$ cat src/rtl/fetch_stage_pkg.sv
// Shared ARM pipeline definitions for the fetch stage.
//   AddrW / InstW : default address and instruction widths
//   NopInst       : instruction word used as a pipeline bubble
//   if_id_t       : IF/ID payload {pc, inst, valid} at default widths
package fetch_stage_pkg;

    localparam int unsigned AddrW = 32;
    localparam int unsigned InstW = 32;

    localparam logic [InstW-1:0] NopInst = '0;

    typedef struct packed {
        logic [AddrW-1:0] pc;
        logic [InstW-1:0] inst;
        logic             valid;
    } if_id_t;

endpackage

$ cat src/rtl/fetch_stage_if.sv
// Instruction-memory bus between the fetch stage and instruction memory.
//   imem_addr  : fetch address (driven by master)
//   imem_data  : instruction word for imem_addr, same cycle (driven by slave)
//   imem_ready : imem_data valid this cycle (driven by slave)
interface fetch_stage_if
    import fetch_stage_pkg::*;
#(
    parameter int unsigned ADDR_W = AddrW,
    parameter int unsigned INST_W = InstW
);

    logic [ADDR_W-1:0] imem_addr;
    logic [INST_W-1:0] imem_data;
    logic              imem_ready;

    modport master (
        output imem_addr,
        input  imem_data,
        input  imem_ready
    );

    modport slave (
        input  imem_addr,
        output imem_data,
        output imem_ready
    );

endinterface

$ cat src/rtl/fetch_stage_if_id_reg.sv
// IF/ID pipeline register with hold and flush controls.
//   clk, rst      : clock, synchronous active-low reset
//   hold_i        : keep current contents
//   flush_i       : load a bubble {0, NOP_INST, valid=0}; wins over hold_i
//   pc_i, inst_i  : payload loaded when neither hold nor flush
//   pc_o, inst_o, valid_o : registered contents
module fetch_stage_if_id_reg
    import fetch_stage_pkg::*;
#(
    parameter int unsigned            ADDR_W   = AddrW,
    parameter int unsigned            INST_W   = InstW,
    parameter logic [INST_W-1:0]      NOP_INST = NopInst
) (
    input  logic              clk,
    input  logic              rst,
    input  logic              hold_i,
    input  logic              flush_i,
    input  logic [ADDR_W-1:0] pc_i,
    input  logic [INST_W-1:0] inst_i,
    output logic [ADDR_W-1:0] pc_o,
    output logic [INST_W-1:0] inst_o,
    output logic              valid_o
);

    logic [ADDR_W-1:0] pc_q, pc_d;
    logic [INST_W-1:0] inst_q, inst_d;
    logic              valid_q, valid_d;

    always_comb begin
        pc_d    = pc_q;
        inst_d  = inst_q;
        valid_d = valid_q;
        if (flush_i) begin
            pc_d    = '0;
            inst_d  = NOP_INST;
            valid_d = 1'b0;
        end else if (!hold_i) begin
            pc_d    = pc_i;
            inst_d  = inst_i;
            valid_d = 1'b1;
        end
    end

    always_ff @(posedge clk) begin
        if (!rst) begin
            pc_q    <= '0;
            inst_q  <= NOP_INST;
            valid_q <= 1'b0;
        end else begin
            pc_q    <= pc_d;
            inst_q  <= inst_d;
            valid_q <= valid_d;
        end
    end

    assign pc_o    = pc_q;
    assign inst_o  = inst_q;
    assign valid_o = valid_q;

endmodule

$ cat src/rtl/fetch_stage.sv
// ARM pipeline instruction-fetch stage with IF/ID register.
//   clk, rst      : clock, synchronous active-low reset
//   freeze        : hazard stall, hold PC and IF/ID
//   branch_taken  : EXE-resolved branch, redirect PC to branch_addr and flush IF/ID
//   branch_addr   : branch target (not alignment-checked)
//   imem          : instruction-memory bus (imem_addr = pc, combinational)
//   if_id_pc      : registered PC+4 of the latched instruction
//   if_id_inst    : registered instruction
//   if_id_valid   : IF/ID holds a real instruction
module fetch_stage
    import fetch_stage_pkg::*;
#(
    parameter int unsigned       ADDR_W   = AddrW,
    parameter int unsigned       INST_W   = InstW,
    parameter logic [ADDR_W-1:0] RESET_PC = '0,
    parameter logic [INST_W-1:0] NOP_INST = NopInst
) (
    input  logic               clk,
    input  logic               rst,
    input  logic               freeze,
    input  logic               branch_taken,
    input  logic [ADDR_W-1:0]  branch_addr,
    fetch_stage_if.master      imem,
    output logic [ADDR_W-1:0]  if_id_pc,
    output logic [INST_W-1:0]  if_id_inst,
    output logic               if_id_valid
);

    logic [ADDR_W-1:0] pc_q, pc_d;
    logic [ADDR_W-1:0] pc_plus4;
    logic              if_id_hold;
    logic              if_id_flush;

    // Wraps modulo 2^ADDR_W.
    assign pc_plus4       = pc_q + ADDR_W'(4);
    assign imem.imem_addr = pc_q;

    // Priority: branch > freeze > not-ready > advance.
    always_comb begin
        pc_d = pc_q;
        if (branch_taken) begin
            pc_d = branch_addr;
        end else if (!freeze && imem.imem_ready) begin
            pc_d = pc_plus4;
        end
    end

    always_ff @(posedge clk) begin
        if (!rst) begin
            pc_q <= RESET_PC;
        end else begin
            pc_q <= pc_d;
        end
    end

    // A missing instruction only bubbles IF/ID when not frozen; a branch always flushes.
    assign if_id_flush = branch_taken || (!freeze && !imem.imem_ready);
    assign if_id_hold  = freeze;

    fetch_stage_if_id_reg #(
        .ADDR_W   (ADDR_W),
        .INST_W   (INST_W),
        .NOP_INST (NOP_INST)
    ) u_if_id_reg (
        .clk     (clk),
        .rst     (rst),
        .hold_i  (if_id_hold),
        .flush_i (if_id_flush),
        .pc_i    (pc_plus4),
        .inst_i  (imem.imem_data),
        .pc_o    (if_id_pc),
        .inst_o  (if_id_inst),
        .valid_o (if_id_valid)
    );

endmodule

$ cat src/flat_wrapper.sv
// flat-port wrapper written by rule: the top's interface ports become plain ports
module fetch_stage_flat import fetch_stage_pkg::*;
#(
    parameter int unsigned       ADDR_W   = AddrW,
    parameter int unsigned       INST_W   = InstW,
    parameter logic [ADDR_W-1:0] RESET_PC = '0,
    parameter logic [INST_W-1:0] NOP_INST = NopInst
)
  (clk, rst, freeze, branch_taken, branch_addr, if_id_pc, if_id_inst, if_id_valid, imem_imem_addr, imem_imem_data, imem_imem_ready);
  fetch_stage_if #(.ADDR_W(ADDR_W), .INST_W(INST_W)) imem_i ();
  input  logic clk;
  input  logic rst;
  input  logic freeze;
  input  logic branch_taken;
  input  logic [ADDR_W-1:0] branch_addr;
  output logic [ADDR_W-1:0] if_id_pc;
  output logic [INST_W-1:0] if_id_inst;
  output logic if_id_valid;
  output wire logic [$bits(imem_i.imem_addr)-1:0] imem_imem_addr;
  input wire logic [$bits(imem_i.imem_data)-1:0] imem_imem_data;
  input wire logic [$bits(imem_i.imem_ready)-1:0] imem_imem_ready;
  assign imem_imem_addr = imem_i.imem_addr;
  assign imem_i.imem_data = imem_imem_data;
  assign imem_i.imem_ready = imem_imem_ready;
  fetch_stage #(.ADDR_W(ADDR_W), .INST_W(INST_W), .RESET_PC(RESET_PC), .NOP_INST(NOP_INST)) u_core (.clk(clk), .rst(rst), .freeze(freeze), .branch_taken(branch_taken), .branch_addr(branch_addr), .imem(imem_i), .if_id_pc(if_id_pc), .if_id_inst(if_id_inst), .if_id_valid(if_id_valid));
endmodule
$ cat config.mk
export PLATFORM = sky130hd
export DESIGN_NAME = fetch_stage_flat
export DESIGN_NICKNAME = d
export VERILOG_FILES = /design/src/rtl/fetch_stage_pkg.sv /design/src/rtl/fetch_stage_if.sv /design/src/rtl/fetch_stage_if_id_reg.sv /design/src/rtl/fetch_stage.sv /design/src/flat_wrapper.sv
export SDC_FILE = /design/constraint.sdc
export NUM_CORES = 1
export LEC_CHECK = 0
export CORE_AREA = 2 2 116 96
export DETAILED_ROUTE_END_ITERATION = 8
export DIE_AREA = 0 0 118 98
export PLACE_DENSITY = 0.8
export SLEW_MARGIN = 20
export SYNTH_ARGS = -nofsm -noshare
export SYNTH_HDL_FRONTEND = slang
export SYNTH_SLANG_ARGS = --single-unit
$ cat constraint.sdc
create_clock -name clk -period 2.1 [get_ports clk]
set_input_delay 0.21 -clock clk [delete_from_list [all_inputs] [get_ports clk]]
set_output_delay 0.21 -clock clk [all_outputs]
set_load 0.02 [all_outputs]
==> out/metrics.csv <==
metric,value,unit
status,completed,
post-route cell area,6855,sq um
Seq cells post-synth,97,
grt ovf,0,
Cell variety after synth,49,
RD Place Congestion,0.9420,
Starting Density,43.56,%
Hold WC Path Type,register to register,
Clock Path Buffers,2,
fillers,866,
Post-CTS Hold Buffers,0,
pwr/cell area,645.7,nW/um^2
"Primary FF master, synth",dfxtp_1,
Die X,118,microns
Synth-to-Final Area Change,49.78,%
final hold violation count,0,
DP Worst Slack,28.44,ps
Worst Hold Slack,458.0,ps
drt first-iter violations,372,
TritonCTS Buffers,9,
DP Wirelength,10260,microns
Remaining DRCs,0,
diode count,0,
antenna violations before repair,0,
WL/cell,16.36,microns
sequential area share after synthesis,42.43,%
Syn Nets,588,
Antenna Violating Nets Remaining,0,
critical path peak fanout,5,
Tmin final,1996,ps
boundary pin count,166,
Post-synth EDFFs,0,
Finish-stage setup viols,0,
Async SR Flop Fraction,0,%
CORE AREA,10510,sq um
crit start category,register,
CTS tree,built,
vias in the first global route,4221,
Post-Route WL,13790,microns
kind of critical path,register to register,
Max VDD drop,0.4236,mV
post-layout util,65.24,%
average cell area after synthesis,8.836,sq um
H-tree depth,3,
vias after detailed routing,4391,
post-route insts no fill,843,
die area,11560,sq um
clk root buf,clkbuf_16,
FF/Latch Area,1942,sq um
cell count after placement,826,
Clock Sinks,97,
Post-Syn Area,4577,sq um
Die H,98,microns
hold-critical path depth,2,
Critical Path AT,2220,ps
setup ws final,104.5,ps
GRT Total Usage,23.26,%
Setup Skew,6.760,ps
clk slew on worst S/H paths,70,ps
period utilisation layout,95.02,%
Final #Nets,764,
layout cells sized above 1,11.44,%
worst-case reg-to-reg path depth,5,
vias per inst,5.209,
Ys Warns,0,
Rows,34,
Critical Path RT,2320,ps
Area after DPL,6509,sq um
sum of negative setup slack,0,ps
largest net degree at the start of global routing,48,
final total power,4.426,mW
I/O Buffers,165,
Gate Count Post-Synth,518,
leak pwr,2.572,nW
slew margin rel.,52.65,%
Skew-Pair Late Insertion Delay,340,ps
Max Fclk,501.1,MHz
Final Slew Violations,0,
Worst-Margin Slew,709.2,ps
crit end category,register,
first-pass GRT wire length,21680,microns
Pre-antenna DRT Iters,5,
area occupied by multi-input gates,2444,sq um
max-cap viol count,0,
## cell families (layout without fill, tap and decap cells)
| logic type | after synthesis | in the layout | share of synthesized area [%] |
|---|---|---|---|
| compound gates | 81 | 81 | 10.72 |
| xor+xnor | 51 | 51 | 9.759 |
| fa+ha+maj | 1 | 1 | 0.2733 |
| buf+inv | 50 | 231 | 5.084 |
| flops | 97 | 97 | 42.43 |
| mux | 40 | 40 | 8.775 |
| simple gates | 198 | 198 | 22.96 |
## critical path, cell delays in order, from the launching register on
cell and delay [ps]:
dfxtp_1 410, nand3_1 170, or3_1 430, nor4_4 380
a31oi_1 150, o311a_1 330
## layout by cell type, fill, tap and decap left out, types with 2 or more instances in the layout
master / count
nand3_1: 18
xor2_1: 16
a211oi_1: 18
nor4_1: 9
and2_1: 5
inv_1: 6
o21ai_0: 24
a21oi_1: 30
nor3_2: 2
a31oi_1: 2
clkbuf_16: 9
nand2_1: 34
and3_1: 3
xnor2_1: 35
nand4_2: 2
nor4_2: 2
nor2_1: 75
nor3b_1: 2
dfxtp_1: 97
o311a_1: 3
nor4_4: 6
nand4_1: 7
nand2b_1: 5
mux2i_1: 39
nor2b_1: 6
clkbuf_1: 2
and4_1: 2
nor3_1: 11
buf_4: 42
clkdlybuf4s50_1: 164
a211oi_2: 2
## final timing paths
check	slack, ps	endpoint	startpoint
worst min register to register	460	u_core.u_if_id_reg.valid_o$_SDFFE_PP0N_	u_core.u_if_id_reg.valid_o$_SDFFE_PP0N_
worst max-delay path	100	u_core.imem.imem_addr[29]$_SDFFE_PN0N_	u_core.imem.imem_addr[26]$_SDFFE_PN0N_
worst min-delay path	460	u_core.u_if_id_reg.valid_o$_SDFFE_PP0N_	u_core.u_if_id_reg.valid_o$_SDFFE_PP0N_
worst max register to register	100	u_core.imem.imem_addr[29]$_SDFFE_PN0N_	u_core.imem.imem_addr[26]$_SDFFE_PN0N_
## per-layer routing
metal  part of all wire, %  global-route usage (%)  up-vias
li1                      -                       -     2138
met1                    45                   32.68     2051
met2                    45                   35.91      171
met3                   7.0                   4.439       31
met4                   2.4                   7.970        0
met5                     0                       0        -
## area by class of cell
cell class / instances / share of cell area (%)
multi-input cells: 371 / 35.65
well taps: 144 / 2.628
clock buffers: 12 / 3.596
flip-flops and latches: 97 / 28.33
repair buffers: 207 / 28.62
clock inverters: 4 / 0.7483
inverters: 8 / 0.4380
## synthesized netlist by cell type, types with 7 or more instances
| library cell | count | share of area [%] |
|---|---|---|
| nand2_1 | 34 | 2.8 |
| xor2_1 | 16 | 3.1 |
| a211oi_1 | 18 | 3.0 |
| a21oi_1 | 30 | 3.3 |
| dfxtp_1 | 97 | 42 |
| clkbuf_1 | 23 | 1.9 |
| nor2_1 | 75 | 6.2 |
| o21ai_0 | 24 | 2.6 |
| nand4_1 | 7 | 0.96 |
| nor3_1 | 12 | 1.3 |
| nor4_1 | 12 | 1.6 |
| xnor2_1 | 35 | 6.7 |
| nand3_1 | 18 | 2.0 |
| buf_2 | 7 | 0.77 |
| mux2i_1 | 39 | 8.5 |
## timing repair
item                                    4_1_cts  5_1_grt
buffers inserted                              0        1
endpoints found under the setup margin        0        4
resized for setup                             0        6
## power breakdown
group | internal [mW] | switching (mW)
clock | 0.960 | 0.704
combinational | 0.399 | 0.377
sequential | 1.92 | 0.0722
total | 3.27 | 1.15
## sequential cells by signal (all words and copies together) (netlist names)
signal	flops
u_core.imem.imem_addr	32
u_core.u_if_id_reg.inst_o	32
u_core.u_if_id_reg.valid_o	1
u_core.u_if_id_reg.pc_o	32
(Power assumes the default switching activity.)
==> edit 1, RTL diff (same flow settings) <==
Reset style: asynchronous (`rst`), changed in 2 clocked blocks. Comments in the files are not updated.
--- a/src/rtl/fetch_stage_if_id_reg.sv
+++ b/src/rtl/fetch_stage_if_id_reg.sv
@@ -41,7 +41,7 @@
         end
     end
 
-    always_ff @(posedge clk) begin
+    always_ff @(posedge clk or negedge rst) begin
         if (!rst) begin
             pc_q    <= '0;
             inst_q  <= NOP_INST;
--- a/src/rtl/fetch_stage.sv
+++ b/src/rtl/fetch_stage.sv
@@ -45,7 +45,7 @@
         end
     end
 
-    always_ff @(posedge clk) begin
+    always_ff @(posedge clk or negedge rst) begin
         if (!rst) begin
             pc_q <= RESET_PC;
         end else begin
Check against the original RTL: differs if rst is asserted again (counterexample within 4 cycles, from zero or initial values and one cycle with rst low); with rst held inactive, the same outputs for 10 cycles.
==> edit 1 against the original RTL <==
Non-clock buffer count decreased by 15. Design area about the same. Total power increased by 8.1%. Worst hold slack worse by 140 ps. Combinational power up 14%. First-iteration DRC count fell by 13%. Routed wire length fell by 5.2%. Synthesized area is 0.22% higher. Core utilization about the same. Sequential share of layout area rose by 7.1 points. Sequential cell count unchanged. Worst setup slack gained 93 ps. Largest cell class is now flip-flops and latches.
==> edit 1: results (changes against the original RTL) <==
| Metric | Value |
|---|---|
| Status | complete, no violations |
| Post-synthesis xor/xnor area fraction | 0.109 (+0.0112) |
| Final nets | 656 (-14%) |
| Met3 wire length | 851 um (-12%) |
| First DRT Iteration DRCs | 323 (-13%) |
| Clock share of power | 0.378 (+0.002) |
| RR Startpoint | u_core.imem.imem_addr[3]$_DFFE_PN0N_ |
| Vias post-DR | 3916 (-11%) |
| Global-route track usage on met3 | 0.0683 (+0.0239) |
| Compound-Gate Fraction of Synth Area | 0.156 (+0.0491) |
| R2r setup slk | 200 ps (+90 ps) |
| Hold_sp | branch_taken |
| Vias in the first global route | 4017 (-4.8%) |
| Inst Count DP | 718 (-13%) |
| WL met1 | 6.05 mm (-3.4%) |
| GPL Wtd Cong | 0.869 (-7.8%) |
| CP max stage cell | nor4_4 |
| Max IR drop VDD | 0.373 mV (-12%) |
| Detail Placement HPWL | 9.49 mm (-7.5%) |
| Via/cell ratio | 5.33 (+2.3%) |
| First-pass GRT wire length | 21.5 mm (-0.86%) |
| First-pass DRT Iterations | 4 (-1) |
| Worst min-delay path category | in -> reg |
| Mux cell area share after synthesis | 0.00709 (-0.0807) |
| Critical Path AT | 2130 ps (-90 ps) |
| Worst Tran Pin Value | 534 ps (-175 ps) |
| Global Route Usage Sum | 0.234 (+0.00121) |
| Register-to-Register Path Depth | 6 (+1) |
| Syn nets | 487 (-17%) |
| Distinct cells, synth | 38 (-22%) |
| Layout cell share with drive strength beyond 1 | 0.102 (-0.0129) |
| DRT Wirelength | 13.1 mm (-5.2%) |
| Met2 Use GR | 0.356 (-0.00313) |
| Seq/Total Area, Yosys | 0.529 (+0.105) |
| WHS Endpoint | u_core.imem.imem_addr[16]$_DFFE_PN0N_ |
| Synth Flop Type | dfrtp_1 |
| Most instantiated cells after synthesis | dfrtp_1 (97), a22o_1 (63), nand2_1 (46) |
| Leak pwr | 0.00286 uW (+11%) |
| Crit Reg-Reg Endpoint | u_core.imem.imem_addr[28]$_DFFE_PN0N_ |
[edit 1: cell types whose count changed in the layout (fill, tap and decap cells not counted), sizes merged, moves of 10 or more]
cell,before,now
dfrtp,0,97
dfxtp,97,0
a22o,0,63
nor2,75,16
mux2i,39,1
a21oi,30,0
a211oi,20,0
buf,43,28
nand2,34,47
xor2,16,26
[edit 1: through the flow]
step           total power [uW]  hold slack, ps  setup WS (ps)  cell area [um2]   util
2_1_floorplan              2500           -85.6           95.9             4590      -
3_3_place_gp               2990             213            178             6510  0.619
3_5_place_dp               3010             219            152             6510  0.619
4_1_cts                    4820             319            204             6850  0.652
5_1_grt                    4980             345           51.5             6850  0.652
6_report                   4780             320            197             6850  0.652
[edit 1: timing repair]
item                       CTS  global route
setup endpoints to repair    0             0
hold buffers                 1             0
hold endpoints to repair    37             0
[edit 1: worst max-delay path by stage]
stage	endpoint	slack, ps	depth (start not counted)
floorplan	u_core.u_if_id_reg.pc_o[26]$_DFFE_PN0P_	100	6
global route	u_core.u_if_id_reg.pc_o[30]$_DFFE_PN0P_	50	6
finish	u_core.imem.imem_addr[28]$_DFFE_PN0N_	200	6
global placement	u_core.imem.imem_addr[28]$_DFFE_PN0N_	180	6
CTS	u_core.u_if_id_reg.pc_o[29]$_DFFE_PN0P_	200	5
detailed placement	u_core.imem.imem_addr[28]$_DFFE_PN0N_	150	6
[edit 1: layout make-up]
| class | instances | area, um2 |
|---|---|---|
| Clock buffer | 12 | 256 |
| Clock inverter | 4 | 75.1 |
| Fill cell | 829 | 3660 |
| Inverter | 1 | 3.75 |
| Multi-Input combinational cell | 285 | 2020 |
| Sequential cell | 97 | 2430 |
| Tap cell | 144 | 180 |
| Timing Repair Buffer | 192 | 1890 |
==> edit 2, RTL diff (same flow settings) <==
Made on the original files. Change the package constant `InstW` from 32 to 48.
--- a/src/rtl/fetch_stage_pkg.sv
+++ b/src/rtl/fetch_stage_pkg.sv
@@ -5,7 +5,7 @@
 package fetch_stage_pkg;
 
     localparam int unsigned AddrW = 32;
-    localparam int unsigned InstW = 32;
+    localparam int unsigned InstW = 48;
 
     localparam logic [InstW-1:0] NopInst = '0;
 
Ports: changed (resized if_id_inst and imem_imem_data); port bits go from 166 to 198. The function was not compared with the original's and may differ.
==> edit 2 against the original RTL <==
Die area unchanged. Core utilization increased by 10 points. Total power increased by 44%. Cell count increased by 9.5%. Count of clock-buffer cells in the layout increased by 11. Worst hold slack got worse by 300 ps. Sequential share of layout area increased by 0.10 points. Fmax increased by 0.34%. Design area increased by 16%. Synthesized area increased by 12%. Sequential cell count increased by 16. Worst setup slack improved by 6.8 ps. Routed wire length increased by 9.0%. Critical path type unchanged.
==> edit 2: results (changes against the original RTL) <==
| Metric | Value |
|---|---|
| Clock Skew | 6.41 ps (-0.347 ps) |
| First DRT Iteration DRCs | 363 (-2.4%) |
| Vias in the first global route | 4767 (+13%) |
| Layout cell share with drive strength beyond 1 | 0.107 (-0.00790) |
| Root buffer cell | clkbuf_16 |
| Synth warnings | 0 (unchanged) |
| Syn nets | 647 (+10%) |
| First-pass GRT wire length | 24.2 mm (+12%) |
| Via/cell ratio | 5.24 (+0.69%) |
| Status | complete, no violations |
| GPL Wtd Cong | 0.887 (-5.8%) |
| First-pass DRT Iterations | 5 (unchanged) |
| DR WL/cell | 16.3 um (-0.41%) |
| Worst min-delay path category | in -> reg |
| Ys async rst share | 0 (unchanged) |
| Critical Path AT | 2280 ps (+60 ps) |
| H-tree Lvls | 4 (+1) |
| Inst Count DP | 891 (+7.9%) |
| Seq/Total Area, Yosys | 0.443 (+0.0189) |
| Global Route Usage Sum | 0.262 (+0.0290) |
| CTS buffer count | 17 (+8) |
| Detail Placement HPWL | 10.9 mm (+6.4%) |
| Synth top area cells | dfxtp_1 (44%), mux2i_1 (12%), nor2_1 (6.3%) |
| CTS clk-pin slew, worst paths | 50 ps (-20 ps) |
| Max FFs per register | 48 |
| I/O Buffers | 197 (+19%) |
| Largest net degree at the start of global routing | 59 (+23%) |
| Bufs on Longest Clock Path | 2 (unchanged) |
| Antenna Cells | 0 (unchanged) |
| Final nets | 852 (+12%) |
| Worst-Skew Late Latency | 400 ps (+60 ps) |
| Most instantiated cells after synthesis | dfxtp_1 (113), nor2_1 (86), mux2i_1 (59) |
| DRT Wirelength | 15.0 mm (+9.0%) |
| Distinct cells, synth | 46 (-6.1%) |
| Rel. slew slack | 0.392 (-0.134) |
| Max IR drop VDD | 0.627 mV (+48%) |
| Syn Inst Count | 561 (+8.3%) |
| Crit Path Max Fanout | 11 (+6) |
| Leak pwr | 0.00304 uW (+18%) |
| Initial antenna violation count | 1 (+1) |
edit 2: cell count changes after synthesis, sizes merged, moves of 6 or more:
cell	delta
a211oi	-6
clkbuf	+7
dfxtp	+16
mux2i	+20
nor2	+11
nor4	-10
edit 2: cells by family after synthesis:
family / synth area share
compound gates: 0.0941
fa+ha+maj: 0.00245
buf+inv: 0.0654
simple gates: 0.187
xor+xnor: 0.0926
mux: 0.116
flops: 0.443
edit 2: worst paths after layout:
check	endpoint	depth (start not counted)	slack (ps)	startpoint
setup / recovery	u_core.imem.imem_addr[29]$_SDFFE_PN0N_	5	110	u_core.imem.imem_addr[20]$_SDFFE_PN0N_
hold / removal	u_core.u_if_id_reg.pc_o[13]$_SDFFE_PP0N_	3	160	freeze
setup reg to reg	u_core.imem.imem_addr[29]$_SDFFE_PN0N_	5	110	u_core.imem.imem_addr[20]$_SDFFE_PN0N_
hold reg to reg	u_core.u_if_id_reg.valid_o$_SDFFE_PP0N_	2	460	u_core.u_if_id_reg.valid_o$_SDFFE_PP0N_
edit 2: stage by stage:
step,instance area [um2],util,worst slack [ps]
2_1_floorplan,5100,-,89.8
3_3_place_gp,7280,0.693,210
3_5_place_dp,7280,0.693,140
4_1_cts,7950,0.757,113
5_1_grt,7960,0.757,8.33
6_report,7960,0.757,111
edit 2: report_power, final:
part / total (uW) / internal, uW / switching, uW
Clock: 3230 / 2260 / 968
Sequential: 2290 / 2230 / 58.0
Combinational: 874 / 454 / 420
edit 2: routing by layer:
layer	track usage	vias to the layer above	wire length (um)
li1	-	2326	-
met1	0.332	2275	6420
met2	0.422	202	7130
met3	0.0666	38	1010
met4	0.119	0	471
met5	0	-	0
edit 2: critical path, stage by stage, from the launching register on:
cell	delay, ps
dfxtp_1	330
nand4_1	170
or4_4	630
nor4_1	350
xnor2_1	140
a32o_1	250
edit 2: area by class of cell:
class,instances,area [um2]
flip-flops and latches,113,2260
multi-input cells,389,2530
repair buffers,235,2280
clock inverters,9,174
inverters,10,37.5
well taps,144,180
fillers,732,2550
clock buffers,23,498
edit 2: timing repair:
| item | in CTS | in global routing |
|---|---|---|
| setup buffers | 0 | 0 |
| gates resized for setup | 0 | 1 |
| setup endpoints to repair | 0 | 1 |
| endpoints found under the hold margin | 0 | 0 |
